[src/rtl/debounce_switch_pair.sv]
// rtl/debounce_switch_pair.sv - two independent switch debouncers with 2-flop synchronizers; optional press pulse under DEBOUNCE_PULSE_EN
module debounce_switch_pair #(
    parameter int DEBOUNCE_LIMIT = 250000
) (
    input  logic i_Clk,
    input  logic i_Rst_L,
    input  logic i_Switch_1,
    input  logic i_Switch_2,
`ifdef DEBOUNCE_PULSE_EN
    output logic o_Press_1,
    output logic o_Press_2,
`endif
    output logic o_Switch_1,
    output logic o_Switch_2
);

    localparam int CNT_W = $clog2(DEBOUNCE_LIMIT);
    localparam logic [CNT_W-1:0] LIMIT_M1 = CNT_W'(DEBOUNCE_LIMIT - 1);

    // A limit below 2 leaves no room for a counter and makes the debounce meaningless.
    if (DEBOUNCE_LIMIT < 2) begin : g_bad_limit
        $error("debounce_switch_pair: DEBOUNCE_LIMIT must be at least 2");
    end

    // Bit 0 is channel 1, bit 1 is channel 2 throughout.
    logic [1:0]       sync1_q, sync1_d;
    logic [1:0]       sync2_q, sync2_d;
    logic [1:0]       state_q, state_d;
    logic [CNT_W-1:0] cnt_q [2];
    logic [CNT_W-1:0] cnt_d [2];
`ifdef DEBOUNCE_PULSE_EN
    logic [1:0]       press_q, press_d;
`endif

    // Synchronize raw inputs, then run each channel's mismatch counter; the state only
    // flips after DEBOUNCE_LIMIT consecutive mismatching samples.
    always_comb begin
        sync1_d = {i_Switch_2, i_Switch_1};
        sync2_d = sync1_q;
        state_d = state_q;
`ifdef DEBOUNCE_PULSE_EN
        press_d = 2'b00;
`endif
        for (int ch = 0; ch < 2; ch++) begin
            cnt_d[ch] = '0;
            if (sync2_q[ch] != state_q[ch]) begin
                if (cnt_q[ch] == LIMIT_M1) begin
                    state_d[ch] = sync2_q[ch];
`ifdef DEBOUNCE_PULSE_EN
                    press_d[ch] = sync2_q[ch];
`endif
                end else begin
                    cnt_d[ch] = cnt_q[ch] + CNT_W'(1);
                end
            end
        end
    end

    // All state registers, cleared asynchronously so a reset mid-count discards it.
    always_ff @(posedge i_Clk or negedge i_Rst_L) begin
        if (!i_Rst_L) begin
            sync1_q  <= '0;
            sync2_q  <= '0;
            state_q  <= '0;
            cnt_q[0] <= '0;
            cnt_q[1] <= '0;
`ifdef DEBOUNCE_PULSE_EN
            press_q  <= '0;
`endif
        end else begin
            sync1_q  <= sync1_d;
            sync2_q  <= sync2_d;
            state_q  <= state_d;
            cnt_q[0] <= cnt_d[0];
            cnt_q[1] <= cnt_d[1];
`ifdef DEBOUNCE_PULSE_EN
            press_q  <= press_d;
`endif
        end
    end

    assign o_Switch_1 = state_q[0];
    assign o_Switch_2 = state_q[1];
`ifdef DEBOUNCE_PULSE_EN
    assign o_Press_1  = press_q[0];
    assign o_Press_2  = press_q[1];
`endif

endmodule

[config.mk]
export PLATFORM = sky130hd
export DESIGN_NAME = debounce_switch_pair
export DESIGN_NICKNAME = d
export VERILOG_FILES = /design/src/rtl/debounce_switch_pair.sv
export SDC_FILE = /design/constraint.sdc
export NUM_CORES = 1
export LEC_CHECK = 0
export BUFFER_PORTS_ARGS = -buffer_cell sky130_fd_sc_hd__buf_2
export CAP_MARGIN = 30
export CORE_ASPECT_RATIO = 1.75
export CORE_MARGIN = 10
export CORE_UTILIZATION = 30
export CTS_CLUSTER_DIAMETER = 30
export CTS_CLUSTER_SIZE = 10
export DETAILED_ROUTE_END_ITERATION = 8
export PLACE_DENSITY = 0.5
export SLEW_MARGIN = 20
export SYNTH_ARGS = -nofsm -noshare
export SYNTH_HDL_FRONTEND = slang
export SYNTH_SLANG_ARGS = --single-unit
[constraint.sdc]
create_clock -name i_Clk -period 3.7 [get_ports i_Clk]
set_input_delay 0 -clock i_Clk [delete_from_list [all_inputs] [get_ports i_Clk]]
set_output_delay 0 -clock i_Clk [all_outputs]
set_load 0.01 [all_outputs]
# Word-level counts from Yosys, hierarchy flattened
# Index checks and enable logic that the tools add are counted.
word_totals:
  word_cells: 18
  register_bits: 42
  inputBits: 4
  output_inout_bits: 2
classes:
  add_sub_neg: 2
  reduce_logical: 2
  mux: 4
  n_eq_ne: 4
ops:
  columns: ["cell", "n"]
  rows:
  - ["$mux 18", 4]
  - ["$add 18x1->18 const B", 2]
  - ["$eq 18x18->1 const B", 2]
  - ["$reduce_and 2->1", 2]
  - ["$ne 1x1->1", 2]

# Longest topological paths before layout
# Gate-level depths: netlist of run 1.
logic_depth:
  word_depth: 3
  mapped_depth: 6
  mapped_depth_nobuf: 5

# Worst setup path before layout of run 1
# OpenSTA, ideal clock, no wires.
synth_path:
  path_type: "register -> register"
  startpoint: "register cnt_q[0] (netlist bit)"
  endpoint: "register state_q[1]"
  required_ps: 3575
  n_path_buf: 0
  path_stages_with_launch: 5
  setup_ps: 125
  t_arrival_ps: 1497
  slack_ps: 2078
  period_less_slack_ps: 1622
  path_cell_list: "dfrtp_1 > ha_1 > nand4_2 > or3_4 > mux2_4"
synth_between:
  elab_chain_len: 2
synth_rtl:
  columns: ["element", "line_no", "text"]
  rows:
  - ["start, declared", "29", "logic [CNT_W-1:0] cnt_q [2];"]
  - ["$eq 18x18->1", "47", "if (cnt_q[ch] == LIMIT_M1) begin"]
  - ["$reduce_and 2->1 (no line)", null, null]
  - ["end signal, assigned", "73", "state_q <= state_d;"]
  - ["end, declared", "28", "logic [1:0] state_q, state_d;"]
# No other way between the ends.
# A chain may end at the register's enable or synchronous reset.

==> flow_metrics.py, run 1 <==
metrics = {
    "worst_setup_path": {
        "r2r-end": "cnt_q[7]",
        "worstRegToRegCells": 4,
        "path_max_fanout": 17,
        "cpMaxStageDelayCell": "o31ai_4",
        "endpoint": "cnt_q[7]",
        "critical_path.endpoint_type": "register",
        "rrSetupSlack_ps": 1720,
        "cp-start-kind": "register",
        "reg2reg_from": "cnt_q[8]",
        "crit_type": "reg -> reg",
        "required_ps": 3830,
        "cp.arrival_ps": 2100,
        "cp.buffers_inverters": 0,
        "critical-path-top-delay-family": "simple AND/OR/NAND/NOR gates",
        "path_depth": 4,
        "path_cells": "nor4_1 > nand2_1 > o31ai_4 > nor2_1",
        "crit_path_max_incr_delay_ps": 640,
        "crit_path_start": "cnt_q[8]",
    },
    "clocking": {
        "clockRootBuffer": "clkbuf_16",
        "tritoncts": "built",
        "numCtsBuffers": 5,
        "clock-sinks": 42,
        "clock_latency_ps": 280,
        "clockBufferDepth": 2,
        "cts_resized": 0,
        "path_clk_slew_ps": 60,
        "htreeDepth": 2,
    },
    "floorplan": {
        "num_io_pins": 6,
        "initial_core_util_pct": 30.3,
        "die_w_um": 82.7,
        "core_area_um2": 6810,
        "die_h_um": 130,
        "die_area_um2": 10700,
        "rows": 40,
    },
    "synthesis": {
        "syn-num-nets": 208,
        "synthSimpleGateAreaFrac_pct": 27.7,
        "synth_xor_area_share_pct": 12.3,
        "synth.area.top_cells": "dfrtp_1, xnor2_1, nor2_1",
        "synthMuxAreaShare_pct": 1.27,
        "yosys.area.top_type": "dfrtp_1",
        "seq_area_frac_synth_pct": 50.9,
        "synth_cell_types": 35,
        "synth_compound_area_share_pct": 4.06,
        "avgSynthCellArea_um2": 10.2,
        "synth_top_area_share_pct": 50.9,
        "ys_seq_elements": 42,
        "yosysWarnings": 0,
        "synth_top_family_by_area": "simple AND/OR/NAND/NOR gates",
        "synth_cells": 202,
        "netlist_area_um2": 2060,
        "synth_fa_ha_area_share_pct": 1.21,
    },
    "sta": {
        "fmax_mhz": 506,
        "fin_worst_skew_ps": 7.08,
        "worst_pin_slew_ps": 761,
        "setup_viol": 0,
        "tns_ps": 0,
        "layout_setup_ws_ps": 1720,
        "min_period_ps": 1980,
        "drv_slew": 0,
        "finalHoldViolCount": 0,
        "slew_headroom_pct": 49.2,
        "fin_crit_sh_pct": 53.4,
        "rsz0062_at_grt": "false",
    },
    "final_layout": {
        "fin_cells": 297,
        "syn_to_final_growth_pct": 14.4,
        "fillers": 727,
        "nets": 218,
        "fin_util_pct": 34.7,
        "diodes": 0,
        "multiInputGateArea_um2": 960,
        "drive_above_1_share_pct": 11.7,
        "mostFrequentLayoutCells": "dfrtp_1, nor2_1, xnor2_1, nand3_1, nand4_1",
        "regArea_um2": 1050,
        "mostFrequentLayoutCell": "dfrtp_1",
    },
    "detailed_routing": {
        "first_pass_iters": 4,
        "drtAntennaViolNets": 0,
        "vias": 1443,
        "routed_via_density": 4.86,
        "drt-initial-drc-count": 55,
        "wirelength_um": 4110,
        "wire_per_inst_um": 13.8,
        "drc": 0,
    },
    "power_and_ir_drop": {
        "powerDensity_nw_per_um2": 400,
        "peakVddDrop_mv": 0.191,
        "power_uw": 945,
        "p_leak_uw": 0.000943,
    },
    "placement": {
        "place_inst": 286,
        "dp_slack_ps": 1730,
        "io_buffers": 5,
        "gp_congestion": 0.713,
        "dp_hpwl_um": 2980,
    },
    "outcome": {
        "status": "finished clean",
    },
    "grt": {
        "antenna_found_initial": 0,
        "grt_pass1_wl_um": 7260,
        "grt_usage_pct": 8.56,
        "grt_pass1_vias": 1521,
        "grt-ovfl-total": 0,
        "grt_max_degree": 31,
    },
    "flow_run": {
        "cap_violations": 0,
    },
    "worst_hold_path": {
        "hp-class": "in -> async",
    },
}
## how the worst min path moves through the flow
stage / cells after the start / slack, ps / to
2_1_floorplan: 0 / -300 / cnt_q[0]
3_3_place_gp: 1 / 110 / sync1_q[0]
3_5_place_dp: 1 / -70 / cnt_q[31]
4_1_cts: 2 / 160 / cnt_q[33]
5_1_grt: 2 / 180 / cnt_q[33]
6_report: 2 / 150 / cnt_q[33]
## metal layers
layer / routed length, um / up-vias / track usage, %
met2: 2440 / 7 / 16.0
met5: 0 / - / 0
met1: 1540 / 699 / 8.87
met4: 54 / 0 / 3.26
met3: 77 / 4 / 1.65
li1: - / 733 / -
## sequential cells by signal (all words and copies together), names as in the netlist
name	flops
sync2_q	2
state_q	2
cnt_q	36
sync1_q	2
## cells by family (layout without fill, tap and decap cells)
family | Yosys count | after routing
fa+ha+maj | 2 | 2
xor+xnor | 29 | 29
flops | 42 | 42
mux | 2 | 2
simple gates | 104 | 104
buf+inv | 11 | 22
compound gates | 12 | 12
## where the power goes
| part | internal [uW] | switching, uW |
|---|---|---|
| sequential | 467 | 6.30 |
| combinational | 11.9 | 21.0 |
| clock | 267 | 172 |
| total | 746 | 199 |
## cells in the mapped netlist, drive strengths merged
cell type,number
dfrtp,42
o31ai,1
or3,2
a31o,1
or4,1
nor4b,1
nor3,5
and3,6
and2,1
nor2,37
nand3,14
nand2,6
nand4b,4
xnor2,18
xor2,11
o21ai,5
buf,4
ha,2
mux2,2
and4,3
inv,5
nor2b,1
nor4,9
nand4,14
clkbuf,2
a21oi,5
## stage by stage
step	instance area (um^2)	hold slack, ps
final	2360	146
after global routing	2360	176
after CTS	2360	159
after detailed placement	2180	-75.0
after global placement	2160	107
after floorplan	2060	-296
## cell type report
class	count	area share [%]
clock buffer	6	5.88
sequential	42	44.5
clock inverter	2	0.530
tap	84	4.45
inverter	5	0.795
multi-input combinational	149	40.6
timing repair buffer	9	3.18
## worst register-to-register path, cell delays in order, from the launching register on
cell	delay (ps)
dfrtp_1	450
nor4_1	430
nand2_1	180
o31ai_4	640
nor2_1	130
## repair_timing
action / CTS / global route
buffers inserted: 0 / 0
endpoints found under the setup margin: 0 / 0
hold buffers: 3 / 0
endpoints found under the hold margin: 44 / 0
(Power assumes the default switching activity.)
==> run 2: changes to the inputs <==
--- a/config.mk
+++ b/config.mk
@@ -5,6 +5,7 @@
 export SDC_FILE = /design/constraint.sdc
 export NUM_CORES = 1
 export LEC_CHECK = 0
+export ABC_AREA = 1
 export BUFFER_PORTS_ARGS = -buffer_cell sky130_fd_sc_hd__buf_2
 export CAP_MARGIN = 30
 export CORE_ASPECT_RATIO = 1.75
@@ -13,7 +14,7 @@
 export CTS_CLUSTER_DIAMETER = 30
 export CTS_CLUSTER_SIZE = 10
 export DETAILED_ROUTE_END_ITERATION = 8
-export PLACE_DENSITY = 0.5
+export PLACE_DENSITY = 0.52
 export SLEW_MARGIN = 20
 export SYNTH_ARGS = -nofsm -noshare
 export SYNTH_HDL_FRONTEND = slang
==> constraint.sdc (replaced) <==
create_clock -name i_Clk -period 1.8 [get_ports i_Clk]
set_input_delay 0 -clock i_Clk [delete_from_list [all_inputs] [get_ports i_Clk]]
set_output_delay 0 -clock i_Clk [all_outputs]
set_load 0.01 [all_outputs]
==> flow_metrics.py, run 2 <==
metrics = {
    "detailed_routing": {
        "routed_via_density": 4.49,
        "wire_per_inst_um": 12.0,
        "drt-initial-drc-count": 57,
        "drtAntennaViolNets": 0,
        "first_pass_iters": 4,
        "wirelength_um": 4650,
        "drc": 0,
        "vias": 1748,
    },
    "worst_setup_path": {
        "cp.buffers_inverters": 1,
        "cp-start-kind": "register",
        "crit_type": "reg -> reg",
        "crit_path_max_incr_delay_ps": 410,
        "path_cells": "ha_1 > nand3_2 > inv_2 > nand3_1 > nand2_1 > nor2_1",
        "critical_path.endpoint_type": "register",
        "path_max_fanout": 7,
        "required_ps": 1960,
        "critical-path-top-delay-family": "simple AND/OR/NAND/NOR gates",
        "cpMaxStageDelayCell": "dfrtp_1",
        "cp.arrival_ps": 1620,
    },
    "power_and_ir_drop": {
        "peakVddDrop_mv": 0.316,
        "combPwrFrac_pct": 3.7,
        "p_leak_uw": 0.00111,
        "p_sw_uw": 407,
        "powerDensity_nw_per_um2": 751,
        "seq_power_share_pct": 50.1,
        "switching_share_pct": 21.0,
        "p_int_uw": 1530,
        "power_frac_clock_pct": 46.1,
    },
    "final_layout": {
        "drive_above_1_share_pct": 14.9,
        "regArea_um2": 1050,
        "syn_to_final_growth_pct": 14.8,
        "fillers": 774,
        "fin_util_pct": 35.5,
        "regMostFlops": "cnt_q",
        "fin_cells": 389,
        "mostFrequentLayoutCells": "nor2_1, nand2_1, dfrtp_1, inv_1, nand3_1",
        "largest_reg_flops": 36,
        "diodes": 0,
        "nets": 308,
        "multiInputGateArea_um2": 1070,
        "mostFrequentLayoutCell": "nor2_1",
    },
    "sta": {
        "tns_ps": 0,
        "min_period_ps": 1460,
        "rsz0062_at_grt": "false",
        "fin_worst_skew_ps": 5.92,
        "drv_slew": 0,
        "setup_viol": 0,
        "fmax_mhz": 684,
        "fin_crit_sh_pct": 81.2,
        "finalHoldViolCount": 0,
        "worst_pin_slew_ps": 501,
        "slew_headroom_pct": 66.5,
    },
    "clocking": {
        "tritoncts": "built",
        "post_cts_buffers": 0,
        "clockRootBuffer": "clkbuf_16",
        "clockBufferDepth": 2,
        "clock-sinks": 42,
        "cts_hold_buffers": 3,
        "numCtsBuffers": 5,
        "htreeDepth": 2,
        "path_clk_slew_ps": 60,
        "clock_latency_ps": 280,
        "cts_resized": 0,
    },
    "grt": {
        "grt_pass1_vias": 1769,
        "grt_util_met1_pct": 8.24,
        "met3_usage_pct": 1.93,
        "grt_usage_pct": 8.65,
        "grtUsageMet2_pct": 16.7,
        "grt_pass1_wl_um": 8130,
        "antenna_found_initial": 0,
        "grt_busiest_layer": "met2",
        "grt_max_degree": 18,
        "grt-ovfl-total": 0,
    },
    "synthesis": {
        "yosysWarnings": 0,
        "synth.area.top_cells": "dfrtp_1, nor2_1, nand2_1",
        "syn-num-nets": 290,
        "synth_cells": 284,
        "synth_ff_type": "dfrtp_1",
        "yosysMostFrequentCell": "nor2_1",
        "avgSynthCellArea_um2": 7.93,
        "synth_edf_count": 0,
        "synth_cell_types": 24,
        "synth_async_sr_flop_share_pct": 100,
        "yosys.area.top_type": "dfrtp_1",
        "synth_top_area_share_pct": 46.7,
        "netlist_area_um2": 2250,
        "seq_area_frac_synth_pct": 46.7,
        "ys_seq_elements": 42,
        "synthTopCellsByCount": "nor2_1, nand2_1, dfrtp_1, inv_1, nand3_1",
    },
    "floorplan": {
        "die_area_um2": 11500,
        "rows": 41,
        "die_h_um": 135,
        "initial_core_util_pct": 30.9,
        "core_area_um2": 7280,
        "die_w_um": 85.5,
        "num_io_pins": 6,
    },
    "placement": {
        "dp_hpwl_um": 3640,
        "io_buffers": 5,
        "gp_congestion": 0.858,
        "place_inst": 378,
    },
    "flow_run": {
        "cap_violations": 0,
    },
    "worst_hold_path": {
        "hp-class": "in -> async",
    },
    "outcome": {
        "status": "finished clean",
    },
}
-- run 2: final timing paths --
check	start	to	slack, ps	cells past startpoint
min in group i_Clk	sync1_q[0]	sync2_q[0]	350	0
setup reg to reg	cnt_q[0]	cnt_q[7]	340	6
max in group asynchronous	i_Rst_L	cnt_q[5]	1110	3
hold / removal	i_Rst_L	cnt_q[30]	170	2
hold reg to reg	sync1_q[0]	sync2_q[0]	350	0
setup / recovery	cnt_q[0]	cnt_q[7]	340	6
-- run 2: power by group through the flow --
| stage | clock network (uW) | logic [uW] | registers [uW] |
|---|---|---|---|
| finish | 895 | 72.7 | 973 |
| global route | 963 | 87.2 | 975 |
| CTS | 932 | 76.7 | 973 |
| detailed placement | 0 | 71.6 | 990 |
| global placement | 0 | 70.6 | 989 |
| floorplan | 0 | 33.9 | 988 |
-- run 2: layout make-up --
class | count | area share (%)
Multi-Input combinational cell | 208 | 41.5
Sequential cell | 42 | 40.7
Clock buffer | 7 | 5.52
Inverter | 34 | 4.94
Tap cell | 86 | 4.16
Timing Repair Buffer | 11 | 3.00
Clock inverter | 1 | 0.194
-- run 2: stage by stage --
step / power [uW] / instance area [um^2] / hold WS, ps / setup slack, ps
6_report: 1940 / 2580 / 172 / 338
3_5_place_dp: 1060 / 2410 / -59.1 / 323
5_1_grt: 2030 / 2580 / 233 / 169
3_3_place_gp: 1060 / 2410 / -56.9 / 363
4_1_cts: 1980 / 2580 / 189 / 315
2_1_floorplan: 1020 / 2250 / -296 / 529
-- run 2: worst register-to-register path: stages (launching register included) --
cell and delay, ps:
dfrtp_1 410, ha_1 240, nand3_2 130, inv_2 120, nand3_1 130, nand2_1 240
nor2_1 80
-- run 2: routing by layer --
metal	wire (um)	share of wire (%)	vias to the layer above
li1	-	-	914
met1	1760	38	808
met2	2690	58	16
met3	87	1.9	10
met4	110	2.4	0
met5	0	0	-
-- run 2: cells by family after synthesis --
group / share of synthesized area [%]
AOI/OAI and AO/OA: 3.39
xor gates and xnor gates: 7.34
adders and majority gates: 1.11
buffers and inverters: 5.67
DFF: 46.7
and+or+nand+nor: 35.8
